**src/rtl/multicycle_pkg.sv**
```systemverilog
// Shared definitions for the multicycle controller: opcodes, state encodings,
// latched opcode classes and the ALUOp / ALUSrcB / PCSource codes.
package multicycle_pkg;

  // Instruction opcodes (OP field)
  localparam logic [5:0] OP_R    = 6'h00;
  localparam logic [5:0] OP_J    = 6'h02;
  localparam logic [5:0] OP_BEQ  = 6'h04;
  localparam logic [5:0] OP_BNE  = 6'h05;
  localparam logic [5:0] OP_ADDI = 6'h08;
  localparam logic [5:0] OP_ANDI = 6'h0C;
  localparam logic [5:0] OP_ORI  = 6'h0D;
  localparam logic [5:0] OP_LUI  = 6'h0F;
  localparam logic [5:0] OP_LW   = 6'h23;
  localparam logic [5:0] OP_SW   = 6'h2B;

  // Controller states; codes 12-15 are unused and recover to FETCH
  typedef enum logic [3:0] {
    ST_FETCH     = 4'd0,
    ST_DECODE    = 4'd1,
    ST_MEM_ADDR  = 4'd2,
    ST_MEM_READ  = 4'd3,
    ST_MEM_WB    = 4'd4,
    ST_MEM_WRITE = 4'd5,
    ST_R_EXEC    = 4'd6,
    ST_R_WB      = 4'd7,
    ST_I_EXEC    = 4'd8,
    ST_I_WB      = 4'd9,
    ST_BRANCH    = 4'd10,
    ST_JUMP      = 4'd11
  } state_e;

  // Opcode class captured in DECODE and used by the later states
  typedef enum logic [3:0] {
    CLS_NONE = 4'd0,
    CLS_LW   = 4'd1,
    CLS_SW   = 4'd2,
    CLS_R    = 4'd3,
    CLS_ADDI = 4'd4,
    CLS_ANDI = 4'd5,
    CLS_ORI  = 4'd6,
    CLS_LUI  = 4'd7,
    CLS_BEQ  = 4'd8,
    CLS_BNE  = 4'd9,
    CLS_J    = 4'd10
  } op_class_e;

  // ALU operation codes
  localparam logic [2:0] ALUOP_NONE  = 3'b000;
  localparam logic [2:0] ALUOP_ADD   = 3'b001;
  localparam logic [2:0] ALUOP_AND   = 3'b010;
  localparam logic [2:0] ALUOP_OR    = 3'b011;
  localparam logic [2:0] ALUOP_LUI   = 3'b100;
  localparam logic [2:0] ALUOP_SUB   = 3'b101;
  localparam logic [2:0] ALUOP_RTYPE = 3'b111;

  // ALU B-operand select
  localparam logic [1:0] ALUSRCB_REGB = 2'b00;
  localparam logic [1:0] ALUSRCB_FOUR = 2'b01;
  localparam logic [1:0] ALUSRCB_IMM  = 2'b10;

  // PC source select
  localparam logic [1:0] PCSRC_ALU    = 2'b00;
  localparam logic [1:0] PCSRC_ALUOUT = 2'b01;
  localparam logic [1:0] PCSRC_JUMP   = 2'b10;

  // Map a raw opcode to its class; unknown opcodes give CLS_NONE
  function automatic op_class_e classify_op(input logic [5:0] op);
    op_class_e cls;
    case (op)
      OP_LW:   cls = CLS_LW;
      OP_SW:   cls = CLS_SW;
      OP_R:    cls = CLS_R;
      OP_ADDI: cls = CLS_ADDI;
      OP_ANDI: cls = CLS_ANDI;
      OP_ORI:  cls = CLS_ORI;
      OP_LUI:  cls = CLS_LUI;
      OP_BEQ:  cls = CLS_BEQ;
      OP_BNE:  cls = CLS_BNE;
      OP_J:    cls = CLS_J;
      default: cls = CLS_NONE;
    endcase
    return cls;
  endfunction

endpackage

```
**src/rtl/multicycle_aluop_decode.sv**
```systemverilog
// ALUOp selection for the I_EXEC state, driven by the latched opcode class.
module multicycle_aluop_decode
  import multicycle_pkg::*;
(
  input  op_class_e  op_class,
  output logic [2:0] alu_op
);

  // Immediate-type class to ALU operation
  always_comb begin
    alu_op = ALUOP_ADD;
    case (op_class)
      CLS_ADDI: alu_op = ALUOP_ADD;
      CLS_ANDI: alu_op = ALUOP_AND;
      CLS_ORI:  alu_op = ALUOP_OR;
      CLS_LUI:  alu_op = ALUOP_LUI;
      default:  alu_op = ALUOP_ADD;
    endcase
  end

endmodule

```
**src/rtl/multicycle_control.sv**
```systemverilog
// Multicycle MIPS-style control FSM (Moore). Outputs decode from the
// registered state; the only input-dependent terms are PCWrite in BRANCH
// (Zero) and, when MULTICYCLE_MEM_READY_EN is defined, the MemReady
// handshake that stretches FETCH, MEM_READ and MEM_WRITE.
// Optional feature macro: MULTICYCLE_MEM_READY_EN.
module multicycle_control
  import multicycle_pkg::*;
(
  input  logic       clk,
  input  logic       reset,
  input  logic [5:0] OP,
  input  logic       Zero,
`ifdef MULTICYCLE_MEM_READY_EN
  input  logic       MemReady,
`endif
  output logic       PCWrite,
  output logic       IorD,
  output logic       MemRead,
  output logic       MemWrite,
  output logic       IRWrite,
  output logic       MemtoReg,
  output logic       RegDst,
  output logic       RegWrite,
  output logic       ALUSrcA,
  output logic [1:0] ALUSrcB,
  output logic [1:0] PCSource,
  output logic [2:0] ALUOp,
  output logic       IllegalOp,
  output logic [3:0] State
);

  state_e     state_r, state_nxt;
  op_class_e  cls_r, cls_nxt;
  logic       illegal_r, illegal_nxt;
  // Low from reset until the first edge after release, so outputs stay quiet
  // and the first FETCH cycle starts cleanly on that edge.
  logic       run_r;
  logic       mem_ready_s;
  logic [2:0] alu_op_i_s;

`ifdef MULTICYCLE_MEM_READY_EN
  assign mem_ready_s = MemReady;
`else
  assign mem_ready_s = 1'b1;
`endif

  multicycle_aluop_decode u_aluop_decode (
    .op_class (cls_r),
    .alu_op   (alu_op_i_s)
  );

  // State, opcode class, illegal-op flag and run-enable registers
  always_ff @(posedge clk or posedge reset) begin
    if (reset) begin
      state_r   <= ST_FETCH;
      cls_r     <= CLS_NONE;
      illegal_r <= 1'b0;
      run_r     <= 1'b0;
    end else begin
      state_r   <= state_nxt;
      cls_r     <= cls_nxt;
      illegal_r <= illegal_nxt;
      run_r     <= 1'b1;
    end
  end

  // Next-state logic
  always_comb begin
    state_nxt   = state_r;
    cls_nxt     = cls_r;
    illegal_nxt = 1'b0;
    if (!run_r) begin
      state_nxt = ST_FETCH;
    end else begin
      case (state_r)
        ST_FETCH: begin
          if (mem_ready_s) state_nxt = ST_DECODE;
          else             state_nxt = ST_FETCH;
        end
        ST_DECODE: begin
          cls_nxt = classify_op(OP);
          case (classify_op(OP))
            CLS_LW, CLS_SW:                       state_nxt = ST_MEM_ADDR;
            CLS_R:                                state_nxt = ST_R_EXEC;
            CLS_ADDI, CLS_ANDI, CLS_ORI, CLS_LUI: state_nxt = ST_I_EXEC;
            CLS_BEQ, CLS_BNE:                     state_nxt = ST_BRANCH;
            CLS_J:                                state_nxt = ST_JUMP;
            default: begin
              state_nxt   = ST_FETCH;
              illegal_nxt = 1'b1;
            end
          endcase
        end
        ST_MEM_ADDR: begin
          if (cls_r == CLS_SW) state_nxt = ST_MEM_WRITE;
          else                 state_nxt = ST_MEM_READ;
        end
        ST_MEM_READ: begin
          if (mem_ready_s) state_nxt = ST_MEM_WB;
          else             state_nxt = ST_MEM_READ;
        end
        ST_MEM_WRITE: begin
          if (mem_ready_s) state_nxt = ST_FETCH;
          else             state_nxt = ST_MEM_WRITE;
        end
        ST_MEM_WB: state_nxt = ST_FETCH;
        ST_R_EXEC: state_nxt = ST_R_WB;
        ST_R_WB:   state_nxt = ST_FETCH;
        ST_I_EXEC: state_nxt = ST_I_WB;
        ST_I_WB:   state_nxt = ST_FETCH;
        ST_BRANCH: state_nxt = ST_FETCH;
        ST_JUMP:   state_nxt = ST_FETCH;
        default:   state_nxt = ST_FETCH;
      endcase
    end
  end

  // Output decode from registered state; everything unlisted stays 0
  always_comb begin
    PCWrite   = 1'b0;
    IorD      = 1'b0;
    MemRead   = 1'b0;
    MemWrite  = 1'b0;
    IRWrite   = 1'b0;
    MemtoReg  = 1'b0;
    RegDst    = 1'b0;
    RegWrite  = 1'b0;
    ALUSrcA   = 1'b0;
    ALUSrcB   = ALUSRCB_REGB;
    PCSource  = PCSRC_ALU;
    ALUOp     = ALUOP_NONE;
    IllegalOp = 1'b0;
    if (!run_r) begin
      IllegalOp = 1'b0;
    end else begin
      case (state_r)
        ST_FETCH: begin
          MemRead   = 1'b1;
          IRWrite   = mem_ready_s;
          PCWrite   = mem_ready_s;
          ALUSrcB   = ALUSRCB_FOUR;
          ALUOp     = ALUOP_ADD;
          IllegalOp = illegal_r;
        end
        ST_DECODE: begin
          ALUSrcB = ALUSRCB_IMM;
          ALUOp   = ALUOP_ADD;
        end
        ST_MEM_ADDR: begin
          ALUSrcA = 1'b1;
          ALUSrcB = ALUSRCB_IMM;
          ALUOp   = ALUOP_ADD;
        end
        ST_MEM_READ: begin
          MemRead = 1'b1;
          IorD    = 1'b1;
        end
        ST_MEM_WB: begin
          RegWrite = 1'b1;
          MemtoReg = 1'b1;
        end
        ST_MEM_WRITE: begin
          MemWrite = 1'b1;
          IorD     = 1'b1;
        end
        ST_R_EXEC: begin
          ALUSrcA = 1'b1;
          ALUOp   = ALUOP_RTYPE;
        end
        ST_R_WB: begin
          RegWrite = 1'b1;
          RegDst   = 1'b1;
        end
        ST_I_EXEC: begin
          ALUSrcA = 1'b1;
          ALUSrcB = ALUSRCB_IMM;
          ALUOp   = alu_op_i_s;
        end
        ST_I_WB: begin
          RegWrite = 1'b1;
        end
        ST_BRANCH: begin
          ALUSrcA  = 1'b1;
          ALUOp    = ALUOP_SUB;
          PCSource = PCSRC_ALUOUT;
          if (cls_r == CLS_BNE) PCWrite = !Zero;
          else                  PCWrite = Zero;
        end
        ST_JUMP: begin
          PCSource = PCSRC_JUMP;
          PCWrite  = 1'b1;
        end
        default: begin
          PCWrite = 1'b0;
        end
      endcase
    end
  end

  assign State = state_r;

endmodule
```
**config.mk**
```make
export PLATFORM = sky130hd
export DESIGN_NAME = multicycle_control
export DESIGN_NICKNAME = d
export VERILOG_FILES = /design/src/rtl/multicycle_pkg.sv /design/src/rtl/multicycle_aluop_decode.sv /design/src/rtl/multicycle_control.sv
export SDC_FILE = /design/constraint.sdc
export NUM_CORES = 1
export LEC_CHECK = 0
export ABC_AREA = 1
export BUFFER_PORTS_ARGS = -buffer_cell sky130_fd_sc_hd__buf_2
export CAP_MARGIN = 20
export CORE_AREA = 5 5 57 59
export DETAILED_ROUTE_END_ITERATION = 8
export DIE_AREA = 0 0 62 64
export PLACE_DENSITY = 0.58
export SLEW_MARGIN = 20
export SYNTH_ARGS = -nofsm -noshare
export SYNTH_HDL_FRONTEND = slang
export SYNTH_SLANG_ARGS = --single-unit
```
**constraint.sdc**
```tcl
create_clock -name clk -period 1.4 [get_ports clk]
set_input_delay 0.28 -clock clk [delete_from_list [all_inputs] [get_ports clk]]
set_output_delay 0.28 -clock clk [all_outputs]
set_load 0.01 [all_outputs]
```
* After elaboration in Yosys (flattened, before gate mapping) *
Cells that the tools add are included.

word-level totals
  bits in registers = 10
  input port bits = 9
  output and inout port bits = 21
  word-level logic and storage cells = 92

cells by class
  equal/unequal tests = 35
  multiplexer cells = 38
  reduce and logical (&&, ||, !) cells = 15

operators with widths
  cell                  number
  $eq A4 B3 Y1 const B  11
  $pmux W4 S10          1
  $eq A4 B4 Y1 const B  8
  $eq A6 B4 Y1 const B  4
  $pmux W4 S6           1
  $mux W1               23
  $eq A4 B2 Y1 const B  5
  $pmux W4 S5           1
  $eq A6 B3 Y1 const B  2
  $eq A6 B6 Y1 const B  2
  $mux W4               3
  $pmux W3 S4           1
  $reduce_or A10 Y1     1
  $reduce_or A2 Y1      5
  $pmux W3 S3           1
  $reduce_or A3 Y1      3
  $eq A4 B1 Y1 const B  2
  $pmux W2 S2           2
  $reduce_or A4 Y1      2
  $eq A6 B2 Y1 const B  1
  $logic_not A6 Y1      1
  $mux W3               2
  $logic_not A4 Y1      1
  $mux W2               2
  other kinds (3)       3

* Longest topological paths before layout *
Gate-level depths: netlist of run 1.

  depth after elaboration = 9
  depth in mapped cells = 9
  depth with buffers taken out = 9

* Hierarchy *
Synthesis of run 1 repeated with hierarchy kept, for this count alone.

unflattened totals
  cells, all modules = 147
  area, all modules = 899.6 µm²

modules (own cells, without submodules)
  module                   instances  cells an instance  area an instance (µm²)  seq. area each (µm²)
  multicycle_control       1          139                864.6                   250.2
  multicycle_aluop_decode  1          8                  35.0                    0.0

* Worst setup path after synthesis of run 1 *
Ideal clock, no wire load.

  kind = reg-to-output
  from = reg state_r[2], in the netlist State[2]
  to = out ALUSrcB[0]
  arrival = 1.235 ns
  data required time = 1.120 ns
  path slack = -0.115 ns
  stages on the path, launching flop included = 7
  buffers on the path = 1
  cell sequence = dfrtp_1 nor2_2 inv_2 nor2_1 inv_1 nor2_1 buf_4

on the way
  longest elaborated chain between the ends = 4
  elaborated cells on any way between the ends = 7
  classes of those cells = eq/ne: 3; mux: 2; reduce/logical: 2

ends and longest elaborated chain
  what                                  RTL line                   RTL
  start: declaration                    multicycle_control.sv:32   state_e state_r, state_nxt;
  start signal: assignment              multicycle_control.sv:60   state_r <= state_nxt;
  $eq A4 B2 Y1 (tied with other cells)  multicycle_control.sv:136  case (state_r)
  $reduce_or A3 Y1 (no source line)     -
  $pmux W2 S2 *                         multicycle_control.sv:136
  $mux W2 *                             multicycle_control.sv:133  if (!run_r) begin
  end: declaration                      multicycle_control.sv:25   output logic [1:0] ALUSrcB,

Mark *: on every way between the ends. The rest lies on a longest branch, timed or not.

* Worst setup path in the final report of run 1 *
  from = reg state_r[3], in the netlist State[3]
  to = out ALUSrcB[1]

Same word-level chain as after synthesis.

==> results of run 1 <==
==> cell type report <==
cell class | count | area [µm²]
flip-flops and latches | 10 | 253
repair buffers | 60 | 418
fillers | 254 | 1150
multi-input cells | 111 | 656
inverters | 33 | 126
clock buffers | 3 | 22.5
well taps | 31 | 38.8
==> power breakdown <==
group          internal (mW)  switching, mW  total, mW  leakage (nW)
Clock                 0.0991         0.0931      0.192        0.0138
Combinational          0.173          0.209      0.381         0.689
Sequential             0.314         0.0203      0.334         0.129
Total                  0.586          0.322      0.908         0.831
==> sequential cells by signal, summed over array words and instances, names as in the netlist <==
name	count
cls_r	4
State	4
run_r	1
illegal_r	1
==> how the worst max path moves through the flow <==
stage / cells after the start / from / slack [ps] / end
floorplan: 6 / State[2] / -50 / ALUSrcB[0]
global placement: 8 / State[3] / -70 / ALUSrcA
detailed placement: 8 / State[2] / -130 / ALUSrcA
CTS: 8 / State[3] / -310 / ALUOp[0]
global route: 8 / State[1] / -470 / ALUSrcA
finish: 7 / State[3] / -370 / ALUSrcB[1]
==> cells in the final DEF (no fill, tap or decap) <==
cell type,synthesis,final
sky130_fd_sc_hd__buf_2,0,29
sky130_fd_sc_hd__nand2_1,34,23
sky130_fd_sc_hd__nor2_1,33,23
sky130_fd_sc_hd__buf_4,1,20
sky130_fd_sc_hd__inv_1,28,16
sky130_fd_sc_hd__inv_2,4,15
sky130_fd_sc_hd__buf_6,0,10
sky130_fd_sc_hd__nor2_2,4,9
sky130_fd_sc_hd__nand2_2,2,9
sky130_fd_sc_hd__dfrtp_1,10,8
sky130_fd_sc_hd__nand3_1,10,8
sky130_fd_sc_hd__nor2_4,1,6
sky130_fd_sc_hd__a21oi_2,0,5
sky130_fd_sc_hd__nand2_4,0,4
sky130_fd_sc_hd__o21ai_0,5,3
sky130_fd_sc_hd__a31oi_1,3,3
sky130_fd_sc_hd__a21oi_1,8,3
sky130_fd_sc_hd__o21ai_1,2,3
sky130_fd_sc_hd__clkbuf_4,0,3
sky130_fd_sc_hd__dfrtp_2,0,2
sky130_fd_sc_hd__nand4_1,2,2
sky130_fd_sc_hd__nand3_2,0,2
sky130_fd_sc_hd__inv_4,0,1
sky130_fd_sc_hd__clkinv_1,1,1
sky130_fd_sc_hd__a211oi_2,0,1
sky130_fd_sc_hd__o211ai_1,1,1
sky130_fd_sc_hd__nor3_2,1,1
sky130_fd_sc_hd__o31ai_4,0,1
sky130_fd_sc_hd__o22ai_1,1,1
sky130_fd_sc_hd__o21bai_1,1,1
sky130_fd_sc_hd__o21ai_2,0,1
sky130_fd_sc_hd__dlygate4sd3_1,0,1
sky130_fd_sc_hd__conb_1,1,1
==> timing repair <==
action | in CTS | in global routing
pin swaps | 10 | 16
hold buffers | 1 | 0
hold endpoints to repair | 10 | 0
gates resized for setup | 36 | 26
endpoints found under the setup margin | 17 | 25
buffers inserted | 3 | 7
cloned | 0 | 0
==> per-layer routing <==
| layer | vias to the layer above | wire [µm] |
|---|---|---|
| met5 | - | 0 |
| met4 | 0 | 48 |
| li1 | 605 | - |
| met2 | 34 | 1520 |
| met3 | 5 | 150 |
| met1 | 516 | 1180 |
==> cells by family (layout without fill, tap and decap cells) <==
| logic type | after synthesis | in the layout | share of synthesized area [%] |
|---|---|---|---|
| and+or+nand+nor | 87 | 87 | 41.8 |
| DFF | 10 | 10 | 28.1 |
| AOI/OAI and AO/OA | 23 | 23 | 14.6 |
| other | 1 | 1 | 0.420 |
| buffers and inverters | 35 | 96 | 15.1 |
==> worst reg2reg max path, cell delays in order, from the launching register on <==
cell and delay, ps:
sky130_fd_sc_hd__dfrtp_2 460, sky130_fd_sc_hd__nor2_4 180, sky130_fd_sc_hd__inv_2 70, sky130_fd_sc_hd__buf_6 120, sky130_fd_sc_hd__nor2_4 140, sky130_fd_sc_hd__buf_6 130
sky130_fd_sc_hd__inv_2 30, sky130_fd_sc_hd__o21ai_1 110, sky130_fd_sc_hd__nor2_1 60, sky130_fd_sc_hd__nor2_1 100
==> stage by stage <==
stage | power, mW | cells | utilization, % | setup TNS [ps]
CTS | 0.852 | 243 | 52.4 | -4300
global placement | 0.624 | 236 | 46.9 | -297
finish | 0.908 | 248 | 56.9 | -4960
global route | 0.974 | 248 | 56.9 | -7040
detailed placement | 0.630 | 236 | 46.9 | -623
floorplan | 0.499 | 156 | - | -71.3
==> parameters.txt, run 1 <==
Parameter                              Value

Run status
  Outcome    complete, but fails checks
  Violated checks    setup timing

Placed design
  Dpl cell area    1250 µm²
  Detail Placement HPWL    2170 µm
  Global placement routability congestion    0.799
  Post-Place Worst Slack    -128 ps
  Number of port buffers    29

Synthesis
  Synth cell types    24
  Fraction of synthesized cell area taken by the top area cell type    28.1%
  Flip-flop and latch count after synthesis    10
  Number of standard cells after synthesis    156
  Cell type contributing the most total cell area after synthesis    sky130_fd_sc_hd__dfrtp_1
  Share of async-settable or async-resettable flops after synthesis    100%
  Primary FF master, synth    sky130_fd_sc_hd__dfrtp_1
  Yosys warning total    0
  Most frequently used cell type in the post-synthesis netlist    sky130_fd_sc_hd__nand2_1
  Post-synthesis sequential area ratio    28.1%
  Syn Nets    165
  Post-Synthesis Cell Area    892 µm²
  Average cell area after synthesis    5.72 µm²
  Most used standard cells in the synthesized netlist    34 x sky130_fd_sc_hd__nand2_1, 33 x sky130_fd_sc_hd__nor2_1, 28 x sky130_fd_sc_hd__inv_1
  Most area-consuming cells after synthesis    sky130_fd_sc_hd__dfrtp_1 28%, sky130_fd_sc_hd__nand2_1 14%, sky130_fd_sc_hd__nor2_1 14%
  EDFF count, synth    0

Power and ir drop
  Worst IR drop on VDD    0.317 mV
  Pwr/cell area    600 nW/µm²
  Reported leakage power    0.831 nW

Min path
  Hold Path Origin    OP[4]
  Min-delay worst type    primary input to flop
  End point of the worst hold path    cls_r[0]
  Min-Delay Path Depth    4

Clocking
  Clock sink count    10
  CTS tree    done
  Number of buffers created by CTS    3
  CTS clock-pin slew for the worst setup and hold paths    60 ps
  CTS H-tree depth    1
  Number of buffers on the longest clock path    2
  Insertion delay of the later-clocked pin in the worst-skew pair    260 ps
  Library cell used as clock root buffer    sky130_fd_sc_hd__clkbuf_4

Global route
  Maximum number of pins on one net before global-route repair    13
  Met2 GRT Util    24.1%
  Initial antenna violation count    0
  Layer with the highest usage after global routing    met2
  Grt total ovfl    0
  Global routing met1 resource utilization    18.5%
  Via count of the first global-routing pass    1,057
  Overall Global Routing Usage    14.9%
  Fraction of met3 tracks used by global routing    2.01%
  First-pass GRT wire length    4550 µm

Drt
  Initial DRC Count    34
  DRC violations left    0
  Routed via count    1,160
  Average wire length per cell after detail routing    11.7 µm
  Count of nets left with antenna violations after detail routing    0
  Routed vias/inst    4.68
  Routed wire length    2900 µm
  Drt first pass iters    4

STA
  Clock skew    0.509 ps
  Final worst slack    -373 ps
  Hold Worst Slack    386 ps
  Final Setup Violations    21
  Max-slew violation count    0
  Final hold violations    0
  Highest clock rate    0.564 GHz
  Unrepaired setup endpoints after global routing    yes
  Period Utilization, post-route    127%
  Fin crit period    1770 ps

Worst setup path
  Slowest stage delay, CP    460 ps
  Startpoint of the worst-slack reg-to-reg timing path    State[3]
  Terminus of the critical flop-to-flop path    State[0]
  Count of buffer and inverter cells on the critical path    4
  Slowest-stage cell, CP    sky130_fd_sc_hd__dfrtp_2
  Critical path's top delay family    flip-flops
  Flop2flop setup slack    -50 ps
  CP Class    flop to output port
  Highest net fanout along the worst path    4
  Chain of cells forming the critical path    nor2_4 > inv_2 > buf_6 > nor2_4 > o31ai_4 > inv_1 > buf_2
  Worst setup EP type    output port
  Reg2Reg Depth    9
  Cell mode on critical path    sky130_fd_sc_hd__nor2_4
  Critical Path Start Type    flop
  Critical Path AT    1490 ps
  Worst EP required    1120 ps

Floorplan
  Area of the die    3970 µm²
  I/O pin count    30
  Core Rows    19
  Die Wd    62 µm
  Initial core utilization    33.5%
  Vertical die dimension    64 µm
  Placeable core region    2660 µm²

Final layout
  Nets@finish    228
  Area of all placed cells without fillers    1510 µm²
  Fraction of layout instances using a drive strength above 1    54.8%
  Layout-stage area growth over the synthesis result    69.7%
  Inserted Diodes    0

Flow run
  Number of max-capacitance violations reported    0
No activity file was read; power rests on OpenSTA's default activity.
==> run 2: changes to the inputs <==
- SETUP_SLACK_MARGIN: unset -> 0.02
==> run 2 against run 1 <==
The run still ends with setup timing left. Highest routed layer unchanged. Setup slack better by 23 ps. Register-to-register slack about the same. Combinational power is 13% lower. Hold slack improved by 9.6 ps. Sequential share of layout area is 1.1 points higher. Count of clock-buffer cells in the layout is 1 higher. Non-clock buffer count down 7. Cell count fell by 2.4%.
==> parameters.txt, run 2 (synthesis gave the netlist of run 1 again) <==
Parameter                              Value

Run status
  Outcome    complete, but fails checks
  Violated checks    setup timing

Worst setup path
  CP Class    flop to output port
  Critical path depth    6 (-1)
  Worst EP required    1120 ps (about the same)
  Slowest stage delay, CP    450 ps (about the same)
  Critical path's top delay family    flip-flops
  Slowest-stage cell, CP    sky130_fd_sc_hd__dfrtp_2
  Critical path startpoint    State[3]
  Highest net fanout along the worst path    4 (unchanged)
  Destination of the critical timing path    PCWrite
  Flop2flop setup slack    -40 ps (about the same)
  Reg2Reg Depth    9 (unchanged)
  Chain of cells forming the critical path    nor2_2 > inv_2 > nor2_2 > inv_2 > a31oi_2 > buf_2
  Worst setup EP type    output port
  Startpoint of the worst-slack reg-to-reg timing path    State[3]
  Terminus of the critical flop-to-flop path    State[0]
  Critical Path AT    1470 ps (-20 ps)
  Critical Path Start Type    flop
  Count of buffer and inverter cells on the critical path    3 (-1)

Global route
  Maximum number of pins on one net before global-route repair    13 (unchanged)
  Overall Global Routing Usage    13.6% (-1.3 points)
  Initial antenna violation count    0 (unchanged)
  Grt total ovfl    0 (unchanged)
  First-pass GRT wire length    4200 µm (-7.6%)
  Via count of the first global-routing pass    1,069 (+1.1%)

Clocking
  CTS clock-pin slew for the worst setup and hold paths    70 ps (about the same)
  Number of buffers on the longest clock path    2 (unchanged)
  CTS H-tree depth    1 (unchanged)
  Clock sink count    10 (unchanged)
  Library cell used as clock root buffer    sky130_fd_sc_hd__clkbuf_4
  CTS tree    done
  Insertion delay of the later-clocked pin in the worst-skew pair    260 ps (about the same)
  Number of buffers created by CTS    3 (unchanged)

Final layout
  Fraction of layout instances using a drive strength above 1    48.8% (-6.0 points)
  Nets@finish    221 (-3.1%)
  Area of all placed cells without fillers    1420 µm² (-6.1%)
  Commonest non-fill, non-tap cells in the layout    29 x sky130_fd_sc_hd__buf_2, 25 x sky130_fd_sc_hd__nor2_1, 24 x sky130_fd_sc_hd__nand2_1
  Layout-stage area growth over the synthesis result    59.3%
  Commonest non-fill, non-tap cell in the layout    sky130_fd_sc_hd__buf_2
  Inserted Diodes    0 (unchanged)

Floorplan
  Area of the die    3970 µm² (unchanged)
  Placeable core region    2660 µm² (unchanged)
  I/O pin count    30 (unchanged)
  Vertical die dimension    64 µm (unchanged)
  Die Wd    62 µm (unchanged)
  Core Rows    19 (unchanged)
  Initial core utilization    33.5% (unchanged)

Power and ir drop
  Power Total    0.868 mW (-4.4%)
  Pwr/cell area    611 nW/µm² (+1.8%)
  Reported leakage power    0.808 nW (-2.8%)
  Worst IR drop on VDD    0.400 mV (+26%)

Drt
  Routed wire length    2640 µm (-9.0%)
  Average wire length per cell after detail routing    10.9 µm (-6.8%)
  Routed vias/inst    4.65 (-0.52%)
  Drt first pass iters    4 (unchanged)
  Routed via count    1,126 (-2.9%)
  Count of nets left with antenna violations after detail routing    0 (unchanged)
  Initial DRC Count    40 (+18%)
  DRC violations left    0 (unchanged)

Placed design
  Dpl cell area    1250 µm² (unchanged)
  Number of port buffers    29 (unchanged)
  Detail Placement HPWL    2240 µm (+2.9%)
  Global placement routability congestion    0.841 (+5.2%)

Flow run
  Number of max-capacitance violations reported    0 (unchanged)

Min path
  Min-delay worst type    primary input to flop

STA
  Final Setup Violations    18 (-14%)
  Unrepaired setup endpoints after global routing    yes
  Hold Worst Slack    395 ps (+9.61 ps)
  Highest clock rate    0.571 GHz (+1.3%)
  Period Utilization, post-route    125% (-1.6 points)
  Final hold violations    0 (unchanged)
  Max-slew violation count    0 (unchanged)
  Final worst slack    -350 ps (+22.5 ps)
  Fin crit period    1750 ps (-22.5 ps)
  Clock skew    13.5 ps (+13.0 ps)
-- run 2: timing repair --
item | in CTS | in global routing
endpoints found under the hold margin | 5 | 0
buffers inserted | 4 | 2
hold buffers | 1 | 0
resized for setup | 18 | 17
endpoints found under the setup margin | 18 | 24
pin swaps | 4 | 6
-- run 2: power by group --
part / switching (mW) / internal [mW]
registers: 0.0196 / 0.314
clock network: 0.0916 / 0.110
logic: 0.189 / 0.144
total: 0.300 / 0.568
-- run 2: layer usage --
metal | wire, µm | track usage, % | vias up
met2 | 1380 | 25.6 | 25
met5 | 0 | 0 | -
met1 | 1070 | 15.0 | 502
met4 | 38 | 4.77 | 0
li1 | - | - | 595
met3 | 155 | 1.21 | 4
-- run 2: final cells by class --
| type | instances | area (µm²) |
|---|---|---|
| Fill cell | 284 | 1240 |
| Multi-Input combinational cell | 111 | 616 |
| Timing Repair Buffer | 53 | 355 |
| Sequential cell | 10 | 253 |
| Inverter | 33 | 133 |
| Tap cell | 31 | 38.8 |
| Clock buffer | 4 | 26.3 |
-- run 2: worst reg2reg max path: cells and delay by family, from the launching register on --
family | cells | cell delay, ps
buffers and inverters | 4 | 370
AO/OA/AOI/OAI | 1 | 130
flip-flops | 1 | 450
AND/OR/NAND/NOR | 4 | 410
-- run 2: worst min-delay path by stage --
| stage | startpoint | end | slack [ps] | depth (start not counted) |
|---|---|---|---|---|
| CTS | OP[4] | cls_r[0] | 400 | 4 |
| floorplan | reset | State[0] | 120 | 1 |
| global route | OP[4] | cls_r[0] | 430 | 4 |
| finish | OP[4] | cls_r[0] | 400 | 4 |
| detailed placement | reset | State[2] | 270 | 2 |
| global placement | reset | State[0] | 260 | 2 |
-- run 2: stage by stage --
stage / util (%) / cells / worst slack [ps] / setup TNS [ps]
2_1_floorplan: - / 156 / 17.1 / 0
3_3_place_gp: 46.9 / 231 / -70.3 / -226
3_5_place_dp: 46.9 / 231 / -145 / -441
4_1_cts: 51.2 / 240 / -339 / -4550
5_1_grt: 53.4 / 242 / -444 / -6480
6_report: 53.4 / 242 / -350 / -4600
